## src/rtl/vga_sync_gen.sv

```systemverilog
// VGA raster timing generator: divides clk down to the pixel rate and emits
// coordinates, sync pulses, active-video flag and line/frame strobes.
module vga_sync_gen #(
  parameter int H_DISPLAY   = 640,
  parameter int H_FRONT     = 16,
  parameter int H_SYNC      = 96,
  parameter int H_BACK      = 48,
  parameter int V_DISPLAY   = 480,
  parameter int V_FRONT     = 10,
  parameter int V_SYNC      = 2,
  parameter int V_BACK      = 33,
  parameter int CLK_DIV     = 2,
  parameter int SYNC_ACTIVE = 0
) (
  input  logic       clk,
  input  logic       reset,
  output logic       p_tick,
  output logic [9:0] pix_x,
  output logic [9:0] pix_y,
  output logic       hsync,
  output logic       vsync,
  output logic       video_on,
  output logic       line_tick,
  output logic       frame_tick
);

  localparam int H_TOTAL = H_DISPLAY + H_FRONT + H_SYNC + H_BACK;
  localparam int V_TOTAL = V_DISPLAY + V_FRONT + V_SYNC + V_BACK;
  localparam int DIV_W   = (CLK_DIV > 1) ? $clog2(CLK_DIV) : 1;

  localparam logic [DIV_W-1:0] DIV_LAST = DIV_W'(CLK_DIV - 1);
  localparam logic [9:0] H_LAST   = 10'(H_TOTAL - 1);
  localparam logic [9:0] V_LAST   = 10'(V_TOTAL - 1);
  localparam logic [9:0] H_VIS    = 10'(H_DISPLAY);
  localparam logic [9:0] V_VIS    = 10'(V_DISPLAY);
  localparam logic [9:0] HS_FIRST = 10'(H_DISPLAY + H_FRONT);
  localparam logic [9:0] HS_LAST  = 10'(H_DISPLAY + H_FRONT + H_SYNC - 1);
  localparam logic [9:0] VS_FIRST = 10'(V_DISPLAY + V_FRONT);
  localparam logic [9:0] VS_LAST  = 10'(V_DISPLAY + V_FRONT + V_SYNC - 1);
  localparam logic       SYNC_ON  = (SYNC_ACTIVE != 0);

  logic [DIV_W-1:0] div_q, div_d;
  logic [9:0]       h_q, h_d;
  logic [9:0]       v_q, v_d;
  logic             hsync_q, hsync_d;
  logic             vsync_q, vsync_d;
  logic             video_on_q, video_on_d;
  logic             line_tick_q, line_tick_d;
  logic             frame_tick_q, frame_tick_d;

  // With CLK_DIV=1 the divider never leaves 0, so p_tick is constantly high.
  assign p_tick = (div_q == DIV_LAST);

  always_comb begin
    // NOTE: every always_comb output gets a default first so no path can infer a latch.
    div_d = div_q;
    h_d   = h_q;
    v_d   = v_q;
    if (reset) begin
      div_d = '0;
      h_d   = '0;
      v_d   = '0;
    end else if (p_tick) begin
      div_d = '0;
      h_d   = (h_q == H_LAST) ? '0 : h_q + 10'd1;
      if (h_q == H_LAST) begin
        v_d = (v_q == V_LAST) ? '0 : v_q + 10'd1;
      end
    end else begin
      div_d = div_q + DIV_W'(1);
    end

    // Decoded from next-state so these flops switch on the same edge as the coordinates.
    hsync_d      = (h_d >= HS_FIRST && h_d <= HS_LAST) ? SYNC_ON : ~SYNC_ON;
    vsync_d      = (v_d >= VS_FIRST && v_d <= VS_LAST) ? SYNC_ON : ~SYNC_ON;
    video_on_d   = (h_d < H_VIS) && (v_d < V_VIS);
    line_tick_d  = (div_d == '0) && (h_d == '0) && !reset;
    frame_tick_d = line_tick_d && (v_d == '0);
  end

  // NOTE: reset is folded into the _d logic above, so this block is a plain register bank.
  always_ff @(posedge clk) begin
    // NOTE: non-blocking assignments keep every flop sampling pre-edge values.
    div_q        <= div_d;
    h_q          <= h_d;
    v_q          <= v_d;
    hsync_q      <= hsync_d;
    vsync_q      <= vsync_d;
    video_on_q   <= video_on_d;
    line_tick_q  <= line_tick_d;
    frame_tick_q <= frame_tick_d;
  end

  assign pix_x      = h_q;
  assign pix_y      = v_q;
  assign hsync      = hsync_q;
  assign vsync      = vsync_q;
  assign video_on   = video_on_q;
  assign line_tick  = line_tick_q;
  assign frame_tick = frame_tick_q;

endmodule

```

## config.mk

```make
export PLATFORM = sky130hd
export DESIGN_NAME = vga_sync_gen
export DESIGN_NICKNAME = d
export VERILOG_FILES = /design/src/rtl/vga_sync_gen.sv
export SDC_FILE = /design/constraint.sdc
export NUM_CORES = 1
export LEC_CHECK = 0
export ABC_AREA = 1
export CORE_MARGIN = 2
export CORE_UTILIZATION = 55
export CTS_BUF_LIST = sky130_fd_sc_hd__clkbuf_4
export DETAILED_ROUTE_END_ITERATION = 12
export PLACE_DENSITY = 0.79
export SLEW_MARGIN = 20
export SYNTH_ARGS = -nofsm -noshare
export SYNTH_HDL_FRONTEND = slang
export SYNTH_SLANG_ARGS = --single-unit
```

## constraint.sdc

```tcl
create_clock -name clk -period 2.3 [get_ports clk]
set_clock_uncertainty 0.1 [all_clocks]
set_input_delay 0.46 -clock clk [delete_from_list [all_inputs] [get_ports clk]]
set_output_delay 0.46 -clock clk [all_outputs]
set_load 0.005 [all_outputs]
```

==> impl_metrics.csv, run 1 <==
group,metric,value,unit
outcome,status,"completed",
floorplanning,fp.dieW,59.48,um
synthesis,synth_nets,267,
synthesis,yosysTopAreaCell,"dfxtp_1",
worst_setup_path,reg2reg_to,"frame_tick",
sta,worst_slew_pin_slew,0.5125,ns
worst_setup_path,r2r_slack,0.25,ns
worst_setup_path,crit_family,"flip-flops",
worst_setup_path,crit_chain,"clkdlybuf4s50_1",
clock_tree,clk_pin_slew,0.14,ns
drt,drcViolationCount,0,
drt,postRouteAntennaNets,0,
worst_setup_path,crit_slowest_cell,"dfxtp_1",
worst_setup_path,crit_arrival,1.58,ns
final_layout,n_antenna_cell,0,
power_and_ir_drop,peakVddDrop,305.6,uV
floorplanning,die_area,3538,um2
sta,setup_viol,0,
clock_tree,holdBufCountCts,0,
worst_setup_path,critPathMaxFanout,12,
synthesis,ys.flop_type,"dfxtp_1",
synthesis,yosysMostFrequentCell,"nand2_1",
worst_setup_path,slowest_delay,0.67,ns
final_layout,synthToLayoutAreaGrowth,18.85,%
power_and_ir_drop,p_leak,0.9469,nW
floorplanning,core_area,2978,um2
drt,wl_met3,197,um
synthesis,synth.distinct_cells,28,
floorplanning,fp-row-count,20,
synthesis,yosys-top-cells-count,"72 x nand2_1, 36 x inv_1, 32 x nand3_1",
drt,drtIter0Drc,100,
sta,hold_violations,0,
synthesis,yosysTopAreaCellShare,30.75,%
clock_tree,htree_levels,1,
clock_tree,cts-root-buf,"clkbuf_4",
synthesis,syn_area_per_cell,6.461,um2
sta,rsz0062_at_grt,"false",
sta,relSlewSlack,65.78,%
grt,grt_pass1_wl,6492,um
clock_tree,post_cts_buffers,0,
worst_setup_path,cp.required,1.74,ns
placement,routabilityCongestion,0.9602,
final_layout,drive_gt1_share,15.46,%
synthesis,yosysSeqAreaShare,30.75,%
floorplanning,die-height,59.48,um
grt,grt_start_max_net_pins,14,
placement,dp_hpwl,3081,um
clock_tree,post_cts_resized,0,
floorplanning,top_level_ports,28,
sta,fin_crit,2.144,ns
worst_setup_path,endpoint_kind,"output pin",
synthesis,synth_edf_count,0,
clock_tree,cts_tree,"built",
drt,vias,1638,
worst_setup_path,reg2reg_from,"pix_x[0]",
floorplanning,start_util,56.85,%
drt,via_per_inst,5.056,
worst_setup_path,crit_end,"p_tick",
sta,whs,0.4775,ns
grt,first_global_vias,1467,
sta,maxSlewViolCount,0,
drt,dr.pass1.iters,4,
drt,wirelength_met1,1999,um
grt,grt-ovfl-total,0,
drt,wl_met2,1686,um
worst_hold_path,min-delay-path-class,"register to register",
drt,highest-signal-layer,"met4",
worst_setup_path,critPathLaunch,"p_tick",
clock_tree,numCtsBuffers,3,
grt,grtUsageTotal,24.08,%
synthesis,ys_ff_latch,26,
sta,tns,0,ns
worst_setup_path,critical_path_class,"register to output pin",
worst_setup_path,crit_buf_inv,1,
power_and_ir_drop,power,721.1,uW
job,maxCapViolCount,0,
clock_tree,cts.path.max_buffers,2,
sta,fmax,466.3,MHz
synthesis,async_reset_ff_share,0,%
sta,period_share,93.23,%
synthesis,syn_area,1693,um2
worst_setup_path,cp_num_cells,1,
synthesis,postSynthCellCount,262,
grt,antenna_found_initial,0,
synthesis,synthTopCellsByArea,"dfxtp_1 31%, nand2_1 16%, nand3_1 9.5%",
clock_tree,clk_latency,0.31,ns
drt,drt_wl_total,3905,um
synthesis,yosys_warnings,0,
worst_setup_path,critPathLaunchType,"register",
worst_setup_path,r2r_cells,14,
drt,wire_per_inst,12.05,um
power_and_ir_drop,p_per_area,358.4,nW/um2
clock_tree,clock-sinks,26,
final_layout,nets,298,
placement,portBuffers,27,
report_power, final:
part           internal, mW  switching [mW]  leakage [nW]
sequential            0.459          0.0126         0.211
combinational        0.0300          0.0336         0.723
clock                0.0611           0.125        0.0138
total                 0.550           0.171         0.947
area by class of cell:
cell class / instances / area (um2)
clock buffer: 3 / 22.52
timing repair buffer: 29 / 285.3
fill: 280 / 965.9
multi-input combinational: 190 / 979.7
tap: 33 / 41.29
inverter: 43 / 162.7
sequential: 26 / 520.5
cell usage in the layout, fill, tap and decap left out, types with 2 or more instances in the layout:
| cell | count |
|---|---|
| a21oi_1 | 4 |
| buf_4 | 2 |
| clkbuf_4 | 3 |
| clkdlybuf4s50_1 | 27 |
| dfxtp_1 | 26 |
| ha_1 | 3 |
| inv_1 | 36 |
| inv_2 | 6 |
| nand2_1 | 72 |
| nand2_2 | 9 |
| nand3_1 | 32 |
| nand3_2 | 3 |
| nand3_4 | 2 |
| nand4_1 | 4 |
| nor2_1 | 29 |
| nor2_2 | 11 |
| nor2_4 | 4 |
| nor3_1 | 3 |
| o21ai_0 | 4 |
| xor2_1 | 2 |
state kept, by name (all words and copies together), names as in the netlist:
name	count
frame_tick	1
line_tick	1
p_tick	1
pix_y	10
video_on	1
vsync	1
hsync	1
pix_x	10
layer usage:
layer / up-vias / track usage, %
met5: - / 0
met1: 722 / 36.34
met2: 36 / 35.48
met4: 0 / 5.844
met3: 2 / 3.930
li1: 878 / -
kinds of logic (layout without fill, tap and decap cells):
| group | count (synthesis) | after routing | share of synthesized area, % |
|---|---|---|---|
| buffers and inverters | 46 | 75 | 11.38 |
| AO/OA/AOI/OAI | 13 | 13 | 4.730 |
| adder cells (fa/ha/maj) | 3 | 3 | 2.218 |
| AND/OR/NAND/NOR | 172 | 172 | 49.89 |
| XOR/XNOR | 2 | 2 | 1.035 |
| flip-flops | 26 | 26 | 30.75 |
through the flow:
stage | cell area [um2] | setup WS (ns) | utilization, % | cells
CTS | 2012 | 0.1566 | 67.56 | 324
global placement | 1989 | 0.2028 | 66.81 | 321
global route | 2012 | 0.06295 | 67.56 | 324
detailed placement | 1989 | 0.1418 | 66.81 | 321
floorplan | 1693 | 0.5500 | - | 262
finish | 2012 | 0.1556 | 67.56 | 324
worst min path at each step:
stage / start / cells after the start / end
6_report: pix_x[1] / 1 / pix_x[1]
5_1_grt: pix_x[1] / 1 / pix_x[1]
4_1_cts: pix_x[1] / 1 / pix_x[1]
3_5_place_dp: pix_x[1] / 1 / pix_x[1]
3_3_place_gp: pix_x[1] / 1 / pix_x[1]
2_1_floorplan: pix_x[1] / 1 / pix_x[1]
No activity file was read; power rests on OpenSTA's default activity.
==> run 2: changes to the inputs <==
Clock period 2.3 ns to 2.6 ns, I/O delays scaled along.
==> run 2 against run 1 <==
- non-clock buffer count down 1
- global-route usage grew 1.8 points
- register-to-register slack gained 0.12 ns
- critical path depth did not move
- die area stayed put
- power grew 4.6%
==> impl_metrics.csv, run 2 (synthesis results as in run 1) <==
group,metric,value,unit
worst_setup_path,crit_family,"flip-flops",
worst_setup_path,endpoint_kind,"output pin",
final_layout,nets,297,
drt,vias,1658,
sta,rsz0062_at_grt,"false",
sta,fmax,442.5,MHz
drt,dr.pass1.iters,4,
final_layout,n_antenna_cell,0,
sta,worst_slew_pin_slew,0.5529,ns
clock_tree,clk_latency,0.33,ns
sta,tns,0,ns
drt,via_per_inst,5.117,
power_and_ir_drop,power,754.5,uW
clock_tree,cts_tree,"built",
floorplanning,fp-row-count,20,
sta,relSlewSlack,63.09,%
final_layout,multi_input_area,979.7,um2
sta,hold_violations,0,
clock_tree,holdBufCountCts,0,
drt,wire_per_inst,12.87,um
grt,grtUsageTotal,25.88,%
worst_setup_path,crit_slowest_cell,"dfxtp_1",
worst_setup_path,crit_arrival,1.64,ns
grt,first_global_vias,1462,
clock_tree,numCtsBuffers,3,
grt,antenna_found_initial,0,
grt,grt_start_max_net_pins,16,
grt,grt_pass1_wl,6858,um
placement,place_worst_setup_slack,0.3663,ns
floorplanning,fp.dieW,59.48,um
drt,drt_wl_total,4171,um
final_layout,final_common_cell,"nand2_1",
drt,drcViolationCount,0,
floorplanning,die_area,3538,um2
placement,routabilityCongestion,0.9668,
worst_setup_path,crit_buf_inv,1,
final_layout,synthToLayoutAreaGrowth,20.18,%
floorplanning,start_util,56.85,%
worst_setup_path,cp.required,1.98,ns
power_and_ir_drop,p_leak,0.9556,nW
floorplanning,die-height,59.48,um
worst_hold_path,min-delay-path-class,"register to register",
power_and_ir_drop,p_per_area,370.8,nW/um2
final_layout,finalNonFillerCells,324,
worst_setup_path,critPathMaxFanout,12,
clock_tree,cts-root-buf,"clkbuf_4",
worst_setup_path,crit_chain,"clkdlybuf4s50_1",
sta,maxSlewViolCount,0,
final_layout,drive_gt1_share,15.46,%
worst_setup_path,critPathLaunchType,"register",
clock_tree,post_cts_resized,0,
grt,grt-ovfl-total,0,
sta,period_share,86.92,%
outcome,status,"completed",
clock_tree,clk_pin_slew,0.15,ns
drt,drtIter0Drc,99,
final_layout,fill_cells,284,
final_layout,layout_common_cells,"72 x nand2_1, 36 x inv_1, 32 x nand3_1",
clock_tree,post_cts_buffers,0,
placement,dpl_cell_area,1982,um2
floorplanning,top_level_ports,28,
sta,fin_crit,2.260,ns
clock_tree,cts.path.max_buffers,2,
power_and_ir_drop,peakVddDrop,312.4,uV
final_layout,regArea,520.5,um2
final_layout,stdcell_area,2034,um2
worst_setup_path,slowest_delay,0.70,ns
placement,dp.cells,320,
job,maxCapViolCount,0,
drt,postRouteAntennaNets,0,
clock_tree,clock-sinks,26,
sta,layout_setup_ws,0.3400,ns
sta,setup_viol,0,
clock_tree,htree_levels,1,
worst_setup_path,critical_path_class,"register to output pin",
floorplanning,core_area,2978,um2
placement,portBuffers,27,
placement,dp_hpwl,3230,um
## run 2: changes by cell type in the layout (fill, tap and decap cells not counted)
| cell | change |
|---|---|
| bufinv_16 | +1 |
| buf_4 | -1 |
## run 2: area by class of cell
class,count,area share [%]
Multi-Input combinational cell,190,48.16
Inverter,43,7.995
Sequential cell,26,25.58
Clock buffer,3,1.107
Tap cell,33,2.030
Timing Repair Buffer,28,13.65
Clock inverter,1,1.476
## run 2: report_power, final
group	switching [mW]	internal, mW	total (mW)
clock	0.123	0.156	0.279
sequential	0.0115	0.406	0.417
combinational	0.0312	0.0266	0.0579
## run 2: through the flow
step                      utilization [%]  hold slack (ns)
after floorplan                         -           0.4116
after CTS                           68.32           0.4647
after global placement              66.55           0.4702
after detailed placement            66.55           0.4306
final                               68.32           0.4613
after global routing                68.32           0.5028
## run 2: final timing paths
| check | endpoint | depth (start not counted) | from | slack (ns) |
|---|---|---|---|---|
| worst max register to register | frame_tick | 13 | pix_x[0] | 0.37 |
| worst min register to register | pix_x[1] | 1 | pix_x[1] | 0.46 |
| worst max-delay path | p_tick | 1 | p_tick | 0.34 |
| worst min-delay path | pix_x[1] | 1 | pix_x[1] | 0.46 |
## run 2: routing by layer
metal / GRT usage, % / up-vias / part of all wire, % / wire length, um
li1: - / 871 / - / -
met1: 38.58 / 740 / 51 / 2114
met2: 38.46 / 41 / 44 / 1851
met3: 4.148 / 6 / 3.6 / 151
met4: 6.818 / 0 / 1.3 / 53
met5: 0 / - / 0 / 0
